**src/rtl/shift_arb_ctrl.sv**
```systemverilog
// Shared 16-bit shift-left / rotate-left engine, one bit position per clock,
// fronted by a two-client round-robin arbiter with registered gnt/done pulses.
module shift_arb_ctrl (
  input  logic        clk,
  input  logic        rst,
  input  logic        req0,
  input  logic        req1,
  input  logic [15:0] src0,
  input  logic [15:0] src1,
  input  logic [3:0]  amt0,
  input  logic [3:0]  amt1,
  input  logic        rot0,
  input  logic        rot1,
  output logic        gnt0,
  output logic        gnt1,
  output logic        done0,
  output logic        done1,
  output logic [15:0] res,
  output logic        busy
);

  typedef enum logic {IDLE, SHIFT} state_e;

  state_e      state_q, state_d;
  logic [15:0] work_q, work_d;
  logic [15:0] res_q, res_d;
  logic [3:0]  cnt_q, cnt_d;
  logic        op_rot_q, op_rot_d;
  logic        owner_q, owner_d;
  logic        last_q, last_d;
  logic        gnt0_q, gnt0_d;
  logic        gnt1_q, gnt1_d;
  logic        done0_q, done0_d;
  logic        done1_q, done1_d;
  logic        win;

  always_comb begin
    // Round-robin only breaks ties; a lone requester always wins.
    win      = (req0 & req1) ? ~last_q : req1;
    state_d  = state_q;
    work_d   = work_q;
    res_d    = res_q;
    cnt_d    = cnt_q;
    op_rot_d = op_rot_q;
    owner_d  = owner_q;
    last_d   = last_q;
    gnt0_d   = 1'b0;
    gnt1_d   = 1'b0;
    done0_d  = 1'b0;
    done1_d  = 1'b0;
    case (state_q)
      IDLE: begin
        if (req0 | req1) begin
          work_d   = win ? src1 : src0;
          cnt_d    = win ? amt1 : amt0;
          op_rot_d = win ? rot1 : rot0;
          owner_d  = win;
          last_d   = win;
          gnt0_d   = ~win;
          gnt1_d   = win;
          state_d  = SHIFT;
        end
      end
      SHIFT: begin
        if (cnt_q != 4'd0) begin
          // Rotate feeds the MSB back in; logical shift fills with zero.
          work_d = {work_q[14:0], op_rot_q & work_q[15]};
          cnt_d  = cnt_q - 4'd1;
        end else begin
          res_d   = work_q;
          done0_d = ~owner_q;
          done1_d = owner_q;
          state_d = IDLE;
        end
      end
      default: state_d = IDLE;
    endcase
  end

  always_ff @(posedge clk or posedge rst) begin
    if (rst) begin
      state_q  <= IDLE;
      work_q   <= 16'h0000;
      res_q    <= 16'h0000;
      cnt_q    <= 4'd0;
      op_rot_q <= 1'b0;
      owner_q  <= 1'b0;
      last_q   <= 1'b1;
      gnt0_q   <= 1'b0;
      gnt1_q   <= 1'b0;
      done0_q  <= 1'b0;
      done1_q  <= 1'b0;
    end else begin
      state_q  <= state_d;
      work_q   <= work_d;
      res_q    <= res_d;
      cnt_q    <= cnt_d;
      op_rot_q <= op_rot_d;
      owner_q  <= owner_d;
      last_q   <= last_d;
      gnt0_q   <= gnt0_d;
      gnt1_q   <= gnt1_d;
      done0_q  <= done0_d;
      done1_q  <= done1_d;
    end
  end

  assign gnt0  = gnt0_q;
  assign gnt1  = gnt1_q;
  assign done0 = done0_q;
  assign done1 = done1_q;
  assign res   = res_q;
  assign busy  = (state_q == SHIFT);

endmodule
```
**config.mk**
```make
export PLATFORM = sky130hd
export DESIGN_NAME = shift_arb_ctrl
export DESIGN_NICKNAME = d
export VERILOG_FILES = /design/src/rtl/shift_arb_ctrl.sv
export SDC_FILE = /design/constraint.sdc
export NUM_CORES = 1
export LEC_CHECK = 0
export ABC_AREA = 1
export CORE_MARGIN = 2
export CORE_UTILIZATION = 42
export DETAILED_ROUTE_END_ITERATION = 10
export GPL_TIMING_DRIVEN = 0
export PLACE_DENSITY = 0.76
export SLEW_MARGIN = 20
export SYNTH_ARGS = -nofsm -noshare
export SYNTH_HDL_FRONTEND = slang
export SYNTH_SLANG_ARGS = --single-unit
```
**constraint.sdc**
```tcl
create_clock -name clk -period 1.39 [get_ports clk]
set_input_delay 0.278 -clock clk [delete_from_list [all_inputs] [get_ports clk]]
set_output_delay 0.278 -clock clk [all_outputs]
set_load 0.05 [all_outputs]
```
==> run summary, run 1 <==
Clk_lat worst skew: 0.30 ns
Slew @ Worst Pin: 0.939 ns
Initial Util: 0.431
Critical Path AT: 1.66 ns
Synth Area in Compound Gates: 0.0460
Unique cell type count in the Yosys netlist: 18
Post-Syn Instances: 293
Syn nets: 341
Commonest cells after routing, fill and taps aside: 106 x nand2_1, 44 x clkdlybuf4s50_1, 42 x dfrtp_1
Final period util: 1.02
CTS tree: built
Area Growth Syn to Fin: 52.1%
I/O Pins: 67
Largest net degree at the start of global routing: 45
# diodes: 0
Die area: 5770 um2
Syn_area_per_cell: 7.42 um2
Dpl ws: -0.348 ns
Setup-failing EPs final: 18
Pwr dens: 2110 nW/um2
CTS H-tree depth: 2
Crit Path Max Fanout: 7
Fmax: 706 MHz
Worst path max stage delay: 0.40 ns
Via-per-instance ratio: 4.96
Unrepaired setup endpoints after global routing: true
Non-Filler Instances: 449
Final nets: 426
Die width: 76.0 um
Final Power: 6.96 mW
Multiplexer area fraction after synthesis: 0
Detailed-placement wirelength estimate: 3920 um
Vias: 2225
Synth top area cells: dfrtp_1 49%, nand2_1 20%, nand3_1 9.4%, inv_1 4.7%, o21ai_0 4.1%
CTS root buf: clkbuf_8
Post-Synth Simple-Gate Area: 0.350
Largest family of logic cells by synthesized area: simple AND/OR/NAND/NOR gates
First-pass DRT Iterations: 4
GRT Residual Overflow: 0
Cts bufs inserted: 5
CTS sink cnt: 44
Post-synthesis sequential area ratio: 0.507
Worst Reg-to-Reg Cells: 10
# rows: 26
WHS Endpoint: done0
DR iter-0 viols: 154
Cell Chain, Critical Path: inv_2 > ha_4 > inv_2 > nor2_4 > nand2_4 > nand2_4 > buf_6 > clkbuf_16 > nand2_1 > nand2_1
Xor and xnor area share after synthesis: 0
Register-to-register setup slack: -0.03 ns
RR Endpoint: work_q[2]
Min-delay worst type: register to register
Mapped cell area: 2170 um2
Worst setup SP type: register
Synth area leader: dfrtp_1
Initial antenna violation count: 0
Port Buffers: 66
Slew Viols, Final: 0
Min Clock Period, post-route: 1.42 ns
Slew HR: 0.373
Setup CP Type: register to register
Reg clk slew, reported paths: 0.09 ns
Final hold viol count: 0
Cell family with most CP delay: buffers and inverters
Die Ht: 76.0 um
CORE AREA: 5040 um2
Drc violations: 0
WP data required: 1.63 ns
Pleak: 1.64 nW
Total negative slack: -0.286 ns
Most common cell after layout, fill and taps aside: nand2_1
Status: finished with violations
Layout Skew: 0.00982 ns
Global-route wire length before repair: 9470 um
Vias in the first global route: 2053
PnR worst setup slack: -0.0269 ns
CTS Hold Bufs: 0
Post-route ant nets: 0
Max_cap viols: 0
Post-Synth Adder-Cell Area: 0.0115
VDD IR max: 0.00104 V
Crit. End Element: register
DP Cell Count: 429
FF+latch count, synth: 44
Crit path buf inv count: 4
Final WL: 6040 um
Hold path cells: 1
Wirelength per Cell: 13.4 um
Area share of the leading cell type in the synthesized netlist: 0.495
Max clock buf depth: 2
RR Startpoint: cnt_q[0]
Slowest-stage cell, CP: dfrtp_1
Synthesis Warnings: 0
Failing checks: negative setup slack
Tot GR Track Use: 0.204
Final Core Density: 0.656
Hold_sp: owner_q
Fraction of layout cells with a size suffix above 1: 0.216
Routability cong.: 0.772
## where the power goes
part / switching (mW) / internal [mW] / total (mW) / leakage [nW]
clock: 0.444 / 0.404 / 0.848 / 0.0445
sequential: 0.369 / 1.87 / 2.24 / 0.545
combinational: 2.38 / 1.50 / 3.88 / 1.05
total: 3.19 / 3.77 / 6.96 / 1.64
## cell families (layout without fill, tap and decap cells)
family          after synthesis  in the layout
buf+inv                      44            130
fa+ha+maj                     2              2
flops                        44             44
simple gates                183            183
compound gates               20             20
## sequential cells by signal, summed over array words and instances (netlist names)
| register | flops |
|---|---|
| gnt1 | 1 |
| last_q | 1 |
| done1 | 1 |
| owner_q | 1 |
| done0 | 1 |
| cnt_q | 4 |
| busy | 1 |
| op_rot_q | 1 |
| work_q | 16 |
| gnt0 | 1 |
| res | 16 |
## synthesized netlist by cell type
cell type    n
a21oi_1      2
buf_1        1
buf_2        4
buf_4        2
buf_6        1
clkbuf_1     6
dfrtp_1     43
dfstp_2      1
ha_1         2
inv_1       27
inv_2        3
nand2_1    115
nand2_2      2
nand3_1     41
nand3b_1     3
nor2_1      21
nor2_4       1
o21ai_0     18
## timing repair
| action | 4_1_cts | 5_1_grt |
|---|---|---|
| setup endpoints to repair | 62 | 39 |
| cloned | 0 | 2 |
| hold endpoints to repair | 0 | 0 |
| setup buffers | 7 | 4 |
| pin swaps | 1 | 9 |
| resized for setup | 82 | 34 |
## metal layers
layer | track usage | part of all wire
met1 | 0.270 | 0.41
met2 | 0.326 | 0.52
met3 | 0.0429 | 0.051
met4 | 0.0855 | 0.019
met5 | 0 | 0
## area by class of cell
cell class / count / area [um2]
Inverter: 30 / 121
Clock buffer: 7 / 86.3
Multi-Input combinational cell: 205 / 980
Clock inverter: 1 / 7.51
Fill cell: 423 / 1730
Timing Repair Buffer: 79 / 813
Buffer: 13 / 109
Tap cell: 70 / 87.6
Sequential cell: 44 / 1100
## how the worst max path moves through the flow
| stage | startpoint | endpoint | slack, ns | cells after the start |
|---|---|---|---|---|
| after floorplan | cnt_q[0] | cnt_q[3] | 0.01 | 10 |
| after global placement | req0 | work_q[2] | -0.33 | 9 |
| after detailed placement | req0 | work_q[14] | -0.35 | 9 |
| after CTS | cnt_q[0] | work_q[15] | 0.004 | 10 |
| after global routing | cnt_q[0] | work_q[13] | -0.09 | 10 |
| final | cnt_q[0] | work_q[2] | -0.03 | 10 |
## stage by stage
step                cell area [um2]  hold slack [ns]
floorplan                      2180            0.282
global placement               2930            0.410
detailed placement             2930            0.417
CTS                            3150            0.429
global route                   3310            0.446
finish                         3310            0.426
No activity file was read; power rests on OpenSTA's default activity.
==> run 2, diff against run 1 <==
--- a/config.mk
+++ b/config.mk
@@ -9,9 +9,10 @@
 export CORE_MARGIN = 2
 export CORE_UTILIZATION = 42
 export DETAILED_ROUTE_END_ITERATION = 10
+export GPL_ROUTABILITY_DRIVEN = 0
 export GPL_TIMING_DRIVEN = 0
 export PLACE_DENSITY = 0.76
-export SLEW_MARGIN = 20
+export SLEW_MARGIN = 5
 export SYNTH_ARGS = -nofsm -noshare
 export SYNTH_HDL_FRONTEND = slang
 export SYNTH_SLANG_ARGS = --single-unit
==> results of run 2 <==
Same layout as run 1: the final DEF is identical, and so are final timing and power.
==> run 3, diff against run 2 <==
--- a/config.mk
+++ b/config.mk
@@ -10,7 +10,6 @@
 export CORE_UTILIZATION = 42
 export DETAILED_ROUTE_END_ITERATION = 10
 export GPL_ROUTABILITY_DRIVEN = 0
-export GPL_TIMING_DRIVEN = 0
 export PLACE_DENSITY = 0.76
 export SLEW_MARGIN = 5
 export SYNTH_ARGS = -nofsm -noshare
==> run summary, run 3 (synthesized netlist as in run 1, its figures left out) <==
Status: completed (was finished with violations)
Fmax: 721 MHz (was 706 MHz)
Drc violations: 0 (unchanged)
Unrepaired setup endpoints after global routing: true (unchanged)
Layout Skew: 0.00892 ns (was 0.00982 ns)
Area Growth Syn to Fin: 58.6% (was 52.1%)
Die area: 5770 um2 (unchanged)
Cts bufs inserted: 5 (unchanged)
Worst Reg-to-Reg Cells: 9 (was 10)
Via-per-instance ratio: 4.85 (was 4.96)
First-pass DRT Iterations: 4 (unchanged)
VDD IR max: 0.00103 V (was 0.00104 V)
Initial Util: 0.431 (unchanged)
# fillers: 379 (was 423)
Cell family with most CP delay: flip-flops (was buffers and inverters)
Wirelength per Cell: 12.4 um (was 13.4 um)
Slew @ Worst Pin: 0.240 ns (was 0.939 ns)
Register area: 1100 um2 (unchanged)
I/O Pins: 67 (unchanged)
Crit. path cell count: 9 (was 10)
# diodes: 0 (unchanged)
Largest net degree at the start of global routing: 45 (unchanged)
CTS root buf: clkbuf_8 (unchanged)
Global-route wire length before repair: 9350 um (was 9470 um)
Crit path buf inv count: 3 (was 4)
Non-Filler Instances: 446 (was 449)
Final Core Density: 0.684 (was 0.656)
Max_cap viols: 0 (unchanged)
CORE AREA: 5040 um2 (unchanged)
Max clock buf depth: 2 (unchanged)
DP Cell Count: 434 (was 429)
Reg clk slew, reported paths: 0.08 ns (was 0.09 ns)
Worst path max stage delay: 0.41 ns (was 0.40 ns)
Final period util: 0.997 (was 1.02)
Post-route ant nets: 0 (unchanged)
CTS H-tree depth: 2 (unchanged)
Fraction of layout cells with a size suffix above 1: 0.189 (was 0.216)
Pleak: 1.70 nW (was 1.64 nW)
Slew Viols, Final: 0 (unchanged)
Detailed-placement wirelength estimate: 3960 um (was 3920 um)
CTS sink cnt: 44 (unchanged)
Critical Path AT: 1.62 ns (was 1.66 ns)
Worst setup SP type: register (unchanged)
Setup CP Type: register to register (unchanged)
Clk_lat worst skew: 0.30 ns (about the same)
# rows: 26 (unchanged)
Total negative slack: 0 ns (was -0.286 ns)
Min Clock Period, post-route: 1.39 ns (was 1.42 ns)
Final hold viol count: 0 (unchanged)
Vias in the first global route: 2139 (was 2053)
Cell Chain, Critical Path: inv_2 > ha_4 > inv_2 > nor2_4 > nand2_4 > nand2_8 > buf_8 > nor2_4 > a21oi_2 (was inv_2 > ha_4 > inv_2 > nor2_4 > nand2_4 > nand2_4 > buf_6 > clkbuf_16 > nand2_1 > nand2_1)
DR iter-0 viols: 156 (was 154)
Die width: 76.0 um (unchanged)
Slew HR: 0.840 (was 0.373)
Min-delay worst type: primary input to async pin (was register to register)
Final Instance Area: 3450 um2 (was 3310 um2)
Slowest-stage cell, CP: dfrtp_1 (unchanged)
Pwr dens: 2130 nW/um2 (was 2110 nW/um2)
Tot GR Track Use: 0.199 (was 0.204)
Final Power: 7.34 mW (was 6.96 mW)
Crit Path Max Fanout: 6 (was 7)
GRT Residual Overflow: 0 (unchanged)
Die Ht: 76.0 um (unchanged)
Most common cell after layout, fill and taps aside: nand2_1 (unchanged)
Port Buffers: 66 (unchanged)
Final nets: 423 (was 426)
Final WL: 5550 um (was 6040 um)
CTS Hold Bufs: 0 (unchanged)
Crit. End Element: register (unchanged)
Commonest cells after routing, fill and taps aside: 114 x nand2_1, 45 x clkdlybuf4s50_1, 42 x dfrtp_1 (was 106 x nand2_1, 44 x clkdlybuf4s50_1, 42 x dfrtp_1)
Vias: 2164 (was 2225)
WP data required: 1.62 ns (was 1.63 ns)
Initial antenna violation count: 0 (unchanged)
CTS tree: built (unchanged)
Area occupied by multi-input gates: 947 um2 (was 980 um2)
Setup-failing EPs final: 0 (was 18)
Area post-placement: 3240 um2 (was 2930 um2)
run 3: worst min-delay path, delay by kind of cell:
family	cells	cell delay, ns
buf+inv	3	0.77
run 3: path summary, 6_finish.rpt:
check                                end     start  slack (ns)
min in group clk                   done0   owner_q        0.43
worst min-delay path              res[5]       rst        0.37
worst max register to register  cnt_q[0]  cnt_q[1]       0.004
worst min register to register     done0   owner_q        0.43
worst max-delay path            cnt_q[0]  cnt_q[1]       0.004
max in group asynchronous         last_q       rst        0.75
run 3: layer usage:
metal  up-vias  part of all wire  GRT usage
li1       1070                 -          -
met1      1038              0.42      0.248
met2        52              0.53      0.346
met3         4             0.038     0.0429
met4         0             0.011     0.0618
met5         -                 0          0
run 3: area by class of cell:
| class | instances | share of cell area |
|---|---|---|
| Clock buffer | 6 | 0.0210 |
| Tap cell | 70 | 0.0254 |
| Inverter | 30 | 0.0359 |
| Sequential cell | 44 | 0.320 |
| Timing Repair Buffer | 89 | 0.319 |
| Clock inverter | 2 | 0.00363 |
| Multi-Input combinational cell | 205 | 0.275 |
run 3: report_power, final:
part | switching [mW] | internal [mW]
Sequential | 0.474 | 1.87
Combinational | 2.30 | 1.93
Clock | 0.421 | 0.351
run 3: per-stage QoR:
stage          hold WS, ns  worst slack [ns]
3_5_place_dp         0.418            -0.225
5_1_grt              0.417           -0.0793
2_1_floorplan        0.282            0.0148
3_3_place_gp         0.406            -0.168
4_1_cts              0.380            0.0249
6_report             0.373           0.00356
run 3: timing repair:
action,in CTS,in global routing
gates cloned,0,1
gates resized for setup,7,20
pin swaps,1,7
endpoints found under the setup margin,21,34
buffers inserted,0,3
